==> src/rtl/spectrum_pkg.sv <==
// Shared definitions for the spectrum scan controller.
// Contents:
//   - default sizes for the magnitude RAM (bin count, address and magnitude widths)
//   - FSM state encoding used by spectrum_scan_ctrl
//   - max3 helper used to size the shared phase counter
package spectrum_pkg;

  localparam int unsigned N_BINS_DEF = 128;
  localparam int unsigned ADDR_W_DEF = 8;
  localparam int unsigned MAG_W_DEF  = 16;

  typedef logic [2:0] state_t;

  localparam state_t ST_IDLE   = 3'd0;
  localparam state_t ST_ARM    = 3'd1;
  localparam state_t ST_WAIT   = 3'd2;
  localparam state_t ST_SCAN   = 3'd3;
  localparam state_t ST_DRAIN  = 3'd4;
  localparam state_t ST_REPORT = 3'd5;

  function automatic int unsigned max3(input int unsigned a, input int unsigned b,
                                       input int unsigned c);
    int unsigned m;
    m = (a > b) ? a : b;
    return (m > c) ? m : c;
  endfunction

endpackage

==> src/rtl/spectrum_peak_tracker.sv <==
// Running top-2 search over a stream of (bin, magnitude) pairs.
// Ports:
//   clk, rst        clock, synchronous active-high reset
//   clear           zero both peaks (start of an acquisition)
//   valid_in        bin_in/mag_in carry a bin that takes part in the search
//   bin_in, mag_in  returned bin index and its unsigned magnitude
//   p1_*_nxt        largest peak including the current input
//   p2_*_nxt        second-largest peak including the current input
// The *_nxt outputs are the post-update values, so the owner can latch the final
// result on the same edge that absorbs the last bin.
module spectrum_peak_tracker
  import spectrum_pkg::*;
#(
  parameter int unsigned ADDR_W = ADDR_W_DEF,
  parameter int unsigned MAG_W  = MAG_W_DEF
) (
  input  logic              clk,
  input  logic              rst,
  input  logic              clear,
  input  logic              valid_in,
  input  logic [ADDR_W-1:0] bin_in,
  input  logic [MAG_W-1:0]  mag_in,
  output logic [ADDR_W-1:0] p1_bin_nxt,
  output logic [MAG_W-1:0]  p1_mag_nxt,
  output logic [ADDR_W-1:0] p2_bin_nxt,
  output logic [MAG_W-1:0]  p2_mag_nxt
);

  logic [ADDR_W-1:0] p1_bin_q, p1_bin_d, p2_bin_q, p2_bin_d;
  logic [MAG_W-1:0]  p1_mag_q, p1_mag_d, p2_mag_q, p2_mag_d;

  // Strict compares: an equal later bin never displaces an earlier one, so ties
  // resolve to the lower bin because bins arrive in ascending order.
  always_comb begin
    p1_bin_d = p1_bin_q;
    p1_mag_d = p1_mag_q;
    p2_bin_d = p2_bin_q;
    p2_mag_d = p2_mag_q;
    if (clear) begin
      p1_bin_d = '0;
      p1_mag_d = '0;
      p2_bin_d = '0;
      p2_mag_d = '0;
    end else if (valid_in) begin
      if (mag_in > p1_mag_q) begin
        p2_bin_d = p1_bin_q;
        p2_mag_d = p1_mag_q;
        p1_bin_d = bin_in;
        p1_mag_d = mag_in;
      end else if (mag_in > p2_mag_q) begin
        p2_bin_d = bin_in;
        p2_mag_d = mag_in;
      end
    end
  end

  always_ff @(posedge clk) begin
    if (rst) begin
      p1_bin_q <= '0;
      p1_mag_q <= '0;
      p2_bin_q <= '0;
      p2_mag_q <= '0;
    end else begin
      p1_bin_q <= p1_bin_d;
      p1_mag_q <= p1_mag_d;
      p2_bin_q <= p2_bin_d;
      p2_mag_q <= p2_mag_d;
    end
  end

  assign p1_bin_nxt = p1_bin_d;
  assign p1_mag_nxt = p1_mag_d;
  assign p2_bin_nxt = p2_bin_d;
  assign p2_mag_nxt = p2_mag_d;

endmodule

==> src/rtl/spectrum_scan_ctrl.sv <==
// Sequences one spectrum acquisition: re-arms the FFT-magnitude capture stage,
// waits for its RAM-write-done flag, scans the magnitude RAM and reports the two
// largest bins (low DC bins excluded).
// Ports:
//   clk, rst             clock, synchronous active-high reset
//   start                one-cycle acquisition request (ignored while busy)
//   auto_mode            re-arm automatically whenever idle
//   wr_done              capture stage has written all bins (level)
//   cap_key_n            active-low restart to the capture stage
//   rd_en, rd_addr       magnitude RAM read port
//   rd_data              RAM data, valid RD_LAT cycles after rd_en
//   busy                 high in every state except idle
//   peak1_bin/peak1_mag  largest bin of the last completed scan
//   peak2_bin/peak2_mag  second-largest bin of the last completed scan
//   result_valid         one-cycle pulse when the peak outputs update
//   timeout_err          one-cycle pulse when waiting for wr_done is abandoned
module spectrum_scan_ctrl
  import spectrum_pkg::*;
#(
  parameter int unsigned N_BINS      = N_BINS_DEF,
  parameter int unsigned ADDR_W      = ADDR_W_DEF,
  parameter int unsigned MAG_W       = MAG_W_DEF,
  parameter int unsigned SKIP_BINS   = 2,
  parameter int unsigned ARM_CYCLES  = 4,
  parameter int unsigned RD_LAT      = 1,
  parameter int unsigned TIMEOUT_CYC = 65535
) (
  input  logic              clk,
  input  logic              rst,
  input  logic              start,
  input  logic              auto_mode,
  input  logic              wr_done,
  output logic              cap_key_n,
  output logic              rd_en,
  output logic [ADDR_W-1:0] rd_addr,
  input  logic [MAG_W-1:0]  rd_data,
  output logic              busy,
  output logic [ADDR_W-1:0] peak1_bin,
  output logic [MAG_W-1:0]  peak1_mag,
  output logic [ADDR_W-1:0] peak2_bin,
  output logic [MAG_W-1:0]  peak2_mag,
  output logic              result_valid,
  output logic              timeout_err
);

  // One counter serves the ARM length, the WAIT timeout and the DRAIN length.
  localparam int unsigned CNT_MAX = max3(TIMEOUT_CYC, ARM_CYCLES, RD_LAT);
  localparam int unsigned CNT_W   = $clog2(CNT_MAX + 1);

  state_t            state_q, state_d;
  logic [CNT_W-1:0]  cnt_q, cnt_d;
  logic [ADDR_W-1:0] addr_q, addr_d;
  logic              load_result;

  // Read-data tag pipeline: entry RD_LAT-1 lines up with rd_data.
  logic [RD_LAT-1:0] vld_q;
  logic [ADDR_W-1:0] idx_q [RD_LAT];

  logic              trk_valid;
  logic [ADDR_W-1:0] p1_bin_nxt, p2_bin_nxt;
  logic [MAG_W-1:0]  p1_mag_nxt, p2_mag_nxt;

  always_comb begin
    state_d     = state_q;
    cnt_d       = cnt_q;
    addr_d      = addr_q;
    timeout_err = 1'b0;
    load_result = 1'b0;
    case (state_q)
      ST_IDLE: begin
        if (start || auto_mode) begin
          state_d = ST_ARM;
          cnt_d   = '0;
        end
      end
      ST_ARM: begin
        addr_d = '0;
        if (cnt_q == CNT_W'(ARM_CYCLES - 1)) begin
          state_d = ST_WAIT;
          cnt_d   = '0;
        end else begin
          cnt_d = cnt_q + 1'b1;
        end
      end
      ST_WAIT: begin
        // wr_done wins over a simultaneous timeout; a level already high is accepted.
        if (wr_done) begin
          state_d = ST_SCAN;
        end else if ((TIMEOUT_CYC != 0) && (cnt_q == CNT_W'(TIMEOUT_CYC))) begin
          timeout_err = 1'b1;
          state_d     = ST_IDLE;
        end else begin
          cnt_d = cnt_q + 1'b1;
        end
      end
      ST_SCAN: begin
        if (addr_q == ADDR_W'(N_BINS - 1)) begin
          state_d = ST_DRAIN;
          cnt_d   = '0;
        end else begin
          addr_d = addr_q + 1'b1;
        end
      end
      ST_DRAIN: begin
        if (cnt_q == CNT_W'(RD_LAT - 1)) begin
          state_d     = ST_REPORT;
          load_result = 1'b1;
        end else begin
          cnt_d = cnt_q + 1'b1;
        end
      end
      ST_REPORT: state_d = ST_IDLE;
      default:   state_d = ST_IDLE;
    endcase
  end

  always_ff @(posedge clk) begin
    if (rst) begin
      state_q <= ST_IDLE;
      cnt_q   <= '0;
      addr_q  <= '0;
    end else begin
      state_q <= state_d;
      cnt_q   <= cnt_d;
      addr_q  <= addr_d;
    end
  end

  always_ff @(posedge clk) begin
    if (rst) begin
      vld_q <= '0;
    end else begin
      vld_q[0] <= rd_en;
      for (int i = 1; i < RD_LAT; i++) begin
        vld_q[i] <= vld_q[i-1];
      end
    end
  end

  always_ff @(posedge clk) begin
    idx_q[0] <= rd_addr;
    for (int i = 1; i < RD_LAT; i++) begin
      idx_q[i] <= idx_q[i-1];
    end
  end

  assign trk_valid = vld_q[RD_LAT-1] && (idx_q[RD_LAT-1] >= ADDR_W'(SKIP_BINS));

  spectrum_peak_tracker #(
    .ADDR_W (ADDR_W),
    .MAG_W  (MAG_W)
  ) u_tracker (
    .clk        (clk),
    .rst        (rst),
    .clear      (state_q == ST_ARM),
    .valid_in   (trk_valid),
    .bin_in     (idx_q[RD_LAT-1]),
    .mag_in     (rd_data),
    .p1_bin_nxt (p1_bin_nxt),
    .p1_mag_nxt (p1_mag_nxt),
    .p2_bin_nxt (p2_bin_nxt),
    .p2_mag_nxt (p2_mag_nxt)
  );

  // Latched on the edge that absorbs the last bin, so the new values appear in
  // the REPORT cycle and hold until the next report.
  always_ff @(posedge clk) begin
    if (rst) begin
      peak1_bin <= '0;
      peak1_mag <= '0;
      peak2_bin <= '0;
      peak2_mag <= '0;
    end else if (load_result) begin
      peak1_bin <= p1_bin_nxt;
      peak1_mag <= p1_mag_nxt;
      peak2_bin <= p2_bin_nxt;
      peak2_mag <= p2_mag_nxt;
    end
  end

  assign cap_key_n    = (state_q != ST_ARM);
  assign rd_en        = (state_q == ST_SCAN);
  assign rd_addr      = addr_q;
  assign busy         = (state_q != ST_IDLE);
  assign result_valid = (state_q == ST_REPORT);

endmodule
==> config.mk <==
export PLATFORM = sky130hd
export DESIGN_NAME = spectrum_scan_ctrl
export DESIGN_NICKNAME = d
export VERILOG_FILES = /design/src/rtl/spectrum_pkg.sv /design/src/rtl/spectrum_peak_tracker.sv /design/src/rtl/spectrum_scan_ctrl.sv
export SDC_FILE = /design/constraint.sdc
export NUM_CORES = 1
export LEC_CHECK = 0
export ABC_CLOCK_PERIOD_IN_PS = 2500
export BUFFER_PORTS_ARGS = -buffer_cell sky130_fd_sc_hd__buf_2
export CAP_MARGIN = 20
export CORE_ASPECT_RATIO = 1.2
export CORE_MARGIN = 3
export CORE_UTILIZATION = 56
export CTS_BUF_LIST = sky130_fd_sc_hd__clkbuf_4
export DETAILED_ROUTE_END_ITERATION = 10
export GPL_TIMING_DRIVEN = 0
export PLACE_DENSITY_LB_ADDON = 0.08
export SLEW_MARGIN = 20
export SYNTH_ARGS = -nofsm -noshare
export SYNTH_HDL_FRONTEND = slang
export SYNTH_HIERARCHICAL = 1
export SYNTH_SLANG_ARGS = --single-unit
==> constraint.sdc <==
create_clock -name clk -period 2.5 [get_ports clk]
set_clock_uncertainty 0.1 [all_clocks]
set_input_delay 0.375 -clock clk [delete_from_list [all_inputs] [get_ports clk]]
set_output_delay 0.375 -clock clk [all_outputs]
set_load 0.02 [all_outputs]
==> results.md, run 1 <==
Run status
• result of the run: finished with violations
• failing checks: setup timing

Floorplan
• Total Die Area: 15400 um^2
• placeable core region: 13500 um^2
• effective utilization at floorplan: 58.1%
• cell row count: 46
• floorplan die height: 135 um
• number of top-level pins: 82
• chip width: 114 um

Global route
• global-route wire length before repair: 37900 um
• number of global-route vias before repair: 7254
• number of antenna violations at the first check in global routing: 1
• GRT Residual Overflow: 0
• GRT Resource Usage Total: 30.6%
• largest net degree at the start of global routing: 17

Setup path
• worst reg2reg path startpoint: u_tracker/p1_mag_q[14]$_SDFF_PP0_
• category of cells accounting for the largest share of critical-path delay: compound AO/OA/AOI/OAI gates
• stage delay of the slowest cell on the critical path: 0.37 ns
• Req. time, crit path: 2.87 ns
• worst reg2reg setup slack: -0.27 ns
• kind of capture point of the worst setup path: register
• largest fanout of any net on the critical path: 6
• worst r2r dst: peak2_mag[14]$_SDFFE_PP0P_
• Worst path slowest cell: sky130_fd_sc_hd__dfxtp_2
• crit-path cells: inv_2, ha_4, nand4_1, buf_4, nor2_4, and3_4, a21bo_1, buf_6, a21oi_4, buf_6, a221o_1, nand2_1, a21oi_1
• data arrival time of the critical path: 3.14 ns
• R2R depth: 13
• startpoint kind of the worst setup timing path: register
• WS Path Type: register to register
• number of buffers and inverters on the critical path: 4
• most repeated library cell on the critical path: sky130_fd_sc_hd__buf_6

Synth
• Seq cells post-synth: 132
• multiplexer fraction of the synthesized cell area: 0%
• simple logic cell fraction of the synthesized area: 26.4%
• sequential-to-total area share from yosys stat: 33.8%
• Adder-Cell Fraction of Synth Area: 5.60%
• Gate Count Post-Synth: 979
• post-synthesis cell type with the largest combined area: sky130_fd_sc_hd__dfxtp_1
• post-synth cell types: 69
• post-synthesis async set-or-reset flop share: 0%
• area share of the leading cell type in the synthesized netlist: 33.8%
• combined area of all synthesized cells: 7820 um^2
• syn avg cell area: 7.99 um^2
• largest cells by area after synthesis: sky130_fd_sc_hd__dfxtp_1 (34%), sky130_fd_sc_hd__nand2_1 (8.3%), sky130_fd_sc_hd__a21oi_1 (7.2%)
• post-synthesis compound-gate area fraction: 25.7%
• yosys synthesis warning count: 6
• number of nets produced by synthesis: 1035
• top_reg_cell synth: sky130_fd_sc_hd__dfxtp_1
• EDFF count, synth: 0
• fraction of synthesized cell area in xor and xnor cells: 0.784%
• main combinational cell family by area after synthesis: simple AND/OR/NAND/NOR gates

Power and ir drop
• Clock power frac: 27.6%
• part of the total power dissipated in sequential elements: 41.9%
• leak pwr: 3.70 nW
• internal power: 0.00324 W
• peak supply drop: 585 uV
• power density over the cells: 500 nW/um^2
• Sw Pwr: 0.00193 W
• Combinational Power Share: 30.5%
• proportion of total power due to net switching: 37.3%

Place
• input/output buffers: 81
• final weighted congestion in routability-driven placement: 0.926
• sum of net half-perimeters after detailed placement: 17700 um

Final layout
• filler cell count in the final layout: 966
• P&R area growth vs syn: 32.0%
• top library cells by usage in the layout, fill and taps aside: sky130_fd_sc_hd__nand2_1 (165), sky130_fd_sc_hd__dfxtp_1 (102), sky130_fd_sc_hd__buf_2 (86), sky130_fd_sc_hd__a21oi_1 (65), sky130_fd_sc_hd__buf_4 (59)
• leading cell type in the layout, fill and taps excluded: sky130_fd_sc_hd__nand2_1
• multi-input combinational cell area: 5440 um^2
• area of all sequential standard cells: 2690 um^2
• number of nets at the end of the flow: 1192
• fraction of final layout cells sized beyond drive strength 1: 37.5%

Detailed routing
• mean routed wirelength per cell: 20.3 um
• Detailed Routing Iterations Pass 1: 7
• detailed-route via count: 8524
• remaining routing DRC violations: 0
• total length of routed wires: 26800 um
• post-DR vias/cell: 6.47
• Iter 0 DRT Violations: 978
• final antenna-violating net count: 0

Clocking
• hold buffer count at CTS: 0
• Worst-path clk slew: 0.13 ns
• CTS Buf Count: 17
• largest buffer count on any clock path: 2
• clock insertion delay at the later pin of the skew report: 0.55 ns
• clk root buf: sky130_fd_sc_hd__clkbuf_4
• number of clock sinks: 132
• TritonCTS clock tree: done
• # H-tree levels: 4

STA
• endpoints failing setup: 70
• final max-slew violation count: 0
• post-route clock period utilization: 111%
• normalized max-slew margin: 50.3%
• number of hold-slack violations in the final timing report: 0
• crit path setup slack, layout: -0.271 ns
• final critical path time including I/O delays and setup: 2.77 ns
• fmax: 361 MHz
• WHS: 0.0996 ns
• unrepaired setup endpoints after global routing: true
• total negative slack: -10.31 ns
• worst slew pin tran: 0.746 ns

Min path
• class of the tightest hold or removal check: primary input to register
• hold-critical path depth: 3
• hold_sp: wr_done
• Worst Hold Endpoint: state_q[1]$_SDFFE_PP0P_

Run
• number of maximum-capacitance constraint violations: 0

==> cell type report <==
type                    count  share of cell area, %
clock inverters            15                   1.44
clock buffers              17                   1.24
well taps                 168                   2.04
plain buffers              72                   5.21
flip-flops and latches    132                   26.1
repair buffers            142                   9.38
multi-input cells         720                   52.6
inverters                  51                   1.96
diodes                      1                 0.0242
==> power by group through the flow <==
| stage | Clock, W | Combinational, W | Sequential, W |
|---|---|---|---|
| CTS | 0.00144 | 0.00139 | 0.00217 |
| detailed placement | 0 | 0.00131 | 0.00221 |
| finish | 0.00143 | 0.00158 | 0.00216 |
| global placement | 0 | 0.00130 | 0.00221 |
| global route | 0.00152 | 0.00168 | 0.00217 |
| floorplan | 0 | 0.000976 | 0.00221 |
==> worst min-delay path: cells and delay by family <==
| family | cells | cell delay (ns) |
|---|---|---|
| and+or+nand+nor | 1 | 0.10 |
| buffers and inverters | 1 | 0.11 |
| AOI/OAI and AO/OA | 1 | 0.10 |
==> worst max-delay path by stage <==
stage,startpoint,endpoint,slack (ns),cells after the start
floorplan,state_q[2]$_SDFFE_PP0P_,u_tracker/p2_mag_q[10]$_SDFF_PP0_,0.04,10
global placement,rd_data[11],peak2_bin[5]$_SDFFE_PP0P_,-0.51,11
detailed placement,rd_data[11],peak2_mag[13]$_SDFFE_PP0P_,-0.55,11
CTS,u_tracker/p1_mag_q[9]$_SDFF_PP0_,peak2_mag[3]$_SDFFE_PP0P_,-0.11,12
global route,u_tracker/p1_mag_q[14]$_SDFF_PP0_,peak2_mag[3]$_SDFFE_PP0P_,-0.35,13
finish,u_tracker/p1_mag_q[14]$_SDFF_PP0_,peak2_mag[14]$_SDFFE_PP0P_,-0.27,13
==> registers in the layout, indices dropped and copies added, names as in the netlist <==
name	count
peak2_bin	8
u_tracker/p2_bin_q	8
vld_q	1
u_tracker/p2_mag_q	16
peak1_mag	16
peak2_mag	16
peak1_bin	8
u_tracker/p1_bin_q	8
u_tracker/p1_mag_q	16
rd_addr	8
state_q	3
cnt_q	16
idx_q	8
==> through the flow <==
step / area, um^2 / power, W / setup slack (ns) / std cells / utilization [%]
after global routing: 10300 / 0.00537 / -0.350 / 1318 / 76.7
final: 10300 / 0.00517 / -0.271 / 1318 / 76.7
after global placement: 8440 / 0.00351 / -0.513 / 1228 / 62.7
after detailed placement: 8440 / 0.00352 / -0.549 / 1228 / 62.7
after CTS: 9270 / 0.00500 / -0.110 / 1282 / 68.8
after floorplan: 7820 / 0.00318 / 0.0370 / 979 / -
==> cells in the mapped netlist (all sizes together) (2+ instances only) <==
cell type  instances
inv               50
nor4              22
a211oi            15
nor2              19
and4               8
nor2b              2
and3               5
or4                3
xnor2              4
or2                6
clkbuf            41
nor3b              3
or3                9
o32ai             12
and2              19
a221o             48
nand4bb            2
buf               35
a31oi              3
nand3             68
a21bo              2
nand2            172
a21oi            115
o211a              2
a311oi             4
o22ai              2
a221oi             2
nor4b              9
xor2               3
a21boi             2
o21ai             33
o211ai            25
nor3              34
dfxtp            132
nand4             17
nand2b             5
ha                35
o31ai              2
==> cells by family (layout without fill, tap and decap cells) <==
| logic type | Yosys count | count (layout) |
|---|---|---|
| xor gates and xnor gates | 7 | 7 |
| and+or+nand+nor | 406 | 406 |
| adders and majority gates | 35 | 35 |
| AOI/OAI and AO/OA | 272 | 272 |
| DFF | 132 | 132 |
| buffers and inverters | 127 | 297 |
| other | 0 | 1 |
==> layer usage <==
metal / track usage (%) / share of wire (%)
met1: 39.0 / 39
met2: 52.1 / 48
met3: 7.37 / 9.5
met4: 8.05 / 3.9
met5: 0 / 0
==> repair_timing <==
item,CTS,global route
endpoints found under the setup margin,94,95
setup buffers,25,30
pin swaps,57,116
resized for setup,97,195
gates cloned,1,7
hold endpoints to repair,0,0
(Power assumes the default switching activity.)
==> run 2: changes to the inputs <==
Settings changed: SKIP_CTS_REPAIR_TIMING set to 1.
==> results.md, run 2 (synthesis gave the netlist of run 1 again) <==
Floorplan
• placeable core region: 13500 um^2
• cell row count: 46
• Total Die Area: 15400 um^2
• effective utilization at floorplan: 58.1%
• floorplan die height: 135 um
• chip width: 114 um
• number of top-level pins: 82

Setup path
• crit-path cells: inv_2, ha_4, nand4_1, nand4bb_4, and3_4, a21bo_1, buf_6, a21oi_4, buf_12, buf_6, a221o_1, nand2_1, a21oi_2
• stage delay of the slowest cell on the critical path: 0.41 ns
• number of buffers and inverters on the critical path: 4
• data arrival time of the critical path: 3.15 ns
• kind of capture point of the worst setup path: register
• most repeated library cell on the critical path: sky130_fd_sc_hd__buf_6
• Worst path slowest cell: sky130_fd_sc_hd__dfxtp_2
• Req. time, crit path: 2.81 ns
• largest fanout of any net on the critical path: 8
• WS Path Type: register to register
• startpoint kind of the worst setup timing path: register
• category of cells accounting for the largest share of critical-path delay: simple AND/OR/NAND/NOR gates

Place
• sum of net half-perimeters after detailed placement: 17700 um
• input/output buffers: 81
• final weighted congestion in routability-driven placement: 0.926

Detailed routing
• remaining routing DRC violations: 0
• mean routed wirelength per cell: 20.6 um
• Detailed Routing Iterations Pass 1: 8
• final antenna-violating net count: 0
• total length of routed wires: 27000 um
• detailed-route via count: 8487
• Iter 0 DRT Violations: 1168
• post-DR vias/cell: 6.47

STA
• WHS: 0.0446 ns
• number of hold-slack violations in the final timing report: 0
• fmax: 351 MHz
• worst slew pin tran: 0.683 ns
• unrepaired setup endpoints after global routing: true
• post-route clock period utilization: 114%
• final max-slew violation count: 0
• normalized max-slew margin: 54.5%
• crit path setup slack, layout: -0.349 ns
• final critical path time including I/O delays and setup: 2.85 ns
• endpoints failing setup: 91
• total negative slack: -15.27 ns

Final layout
• top library cells by usage in the layout, fill and taps aside: sky130_fd_sc_hd__nand2_1 (164), sky130_fd_sc_hd__dfxtp_1 (103), sky130_fd_sc_hd__buf_2 (90), sky130_fd_sc_hd__a21oi_1 (69), sky130_fd_sc_hd__nand3_1 (56)
• fraction of final layout cells sized beyond drive strength 1: 37.0%
• filler cell count in the final layout: 980
• leading cell type in the layout, fill and taps excluded: sky130_fd_sc_hd__nand2_1
• number of nets at the end of the flow: 1185
• P&R area growth vs syn: 31.5%

Global route
• number of antenna violations at the first check in global routing: 1
• GRT Residual Overflow: 0
• largest net degree at the start of global routing: 17
• number of global-route vias before repair: 6990
• GRT Resource Usage Total: 29.1%
• global-route wire length before repair: 36100 um

Power and ir drop
• leak pwr: 3.67 nW
• part of the total power dissipated in sequential elements: 42.3%
• power density over the cells: 500 nW/um^2
• peak supply drop: 578 uV
• Sw Pwr: 0.00193 W
• Clock power frac: 27.9%
• internal power: 0.00321 W
• proportion of total power due to net switching: 37.6%
• Combinational Power Share: 29.8%

Run
• number of maximum-capacitance constraint violations: 0

Clocking
• TritonCTS clock tree: done
• CTS Buf Count: 17
• number of clock sinks: 132
• Worst-path clk slew: 0.14 ns
• clk root buf: sky130_fd_sc_hd__clkbuf_4
• clock insertion delay at the later pin of the skew report: 0.55 ns
• # H-tree levels: 4
• largest buffer count on any clock path: 2

Run status
• failing checks: setup timing
• result of the run: finished with violations

Min path
• class of the tightest hold or removal check: primary input to register

run 2: cell count changes in the layout (fill, tap and decap cells not counted), moves of 6 or more:
| cell | previous run | this run |
|---|---|---|
| sky130_fd_sc_hd__o21ai_4 | 0 | 11 |
| sky130_fd_sc_hd__nand3_2 | 19 | 11 |
| sky130_fd_sc_hd__o21ai_1 | 16 | 8 |
| sky130_fd_sc_hd__nand3_1 | 44 | 56 |
| sky130_fd_sc_hd__o21ai_0 | 15 | 9 |
| sky130_fd_sc_hd__buf_4 | 59 | 51 |
run 2: tightest hold or removal path: stages:
cell,delay (ns)
sky130_fd_sc_hd__buf_2,0.16
sky130_fd_sc_hd__o21ai_4,0.08
sky130_fd_sc_hd__a21oi_1,0.06
run 2: power groups by stage:
stage	combinational, W	sequential (W)	clock (W)
final	0.00153	0.00217	0.00143
after global routing	0.00164	0.00218	0.00154
after CTS	0.00132	0.00216	0.00144
after detailed placement	0.00131	0.00221	0
after global placement	0.00130	0.00221	0
after floorplan	0.000976	0.00221	0
run 2: metal layers:
metal  wire (um)  up-vias  global-route usage (%)
li1            -     3913                       -
met1       10600     4006                    37.5
met2       13100      483                    48.5
met3        2410       85                    7.42
met4         833        0                    8.32
met5           0        -                       0
run 2: area by class of cell:
cell class / instances / area (um^2) / share of cell area [%]
clock buffer: 17 / 128 / 1.24
antenna: 1 / 2.50 / 0.0243
tap: 168 / 210 / 2.04
clock inverter: 15 / 149 / 1.45
multi-input combinational: 720 / 5430 / 52.7
inverter: 51 / 200 / 1.95
sequential: 132 / 2700 / 26.2
timing repair buffer: 136 / 941 / 9.15
buffer: 71 / 533 / 5.18
run 2: path summary, 6_finish.rpt:
| check | from | endpoint | slack [ns] | depth (start not counted) |
|---|---|---|---|---|
| hold reg to reg | rd_addr[6]$_SDFFE_PP0P_ | idx_q[0][6]$_DFF_P_ | 0.31 | 0 |
| setup reg to reg | u_tracker/p1_mag_q[8]$_SDFF_PP0_ | peak2_bin[1]$_SDFFE_PP0P_ | -0.35 | 13 |
| setup / recovery | u_tracker/p1_mag_q[8]$_SDFF_PP0_ | peak2_bin[1]$_SDFFE_PP0P_ | -0.35 | 13 |
| hold / removal | rd_data[5] | u_tracker/p1_mag_q[5]$_SDFF_PP0_ | 0.04 | 3 |
run 2: per-stage QoR:
stage | area, um^2 | worst slack (ns) | total power (W) | util [%] | instances
after global placement | 8440 | -0.513 | 0.00351 | 62.7 | 1228
final | 10300 | -0.349 | 0.00514 | 76.4 | 1311
after floorplan | 7820 | 0.0370 | 0.00318 | - | 979
after global routing | 10300 | -0.393 | 0.00535 | 76.4 | 1311
after detailed placement | 8440 | -0.549 | 0.00352 | 62.7 | 1228
after CTS | 8720 | -0.457 | 0.00492 | 64.7 | 1260
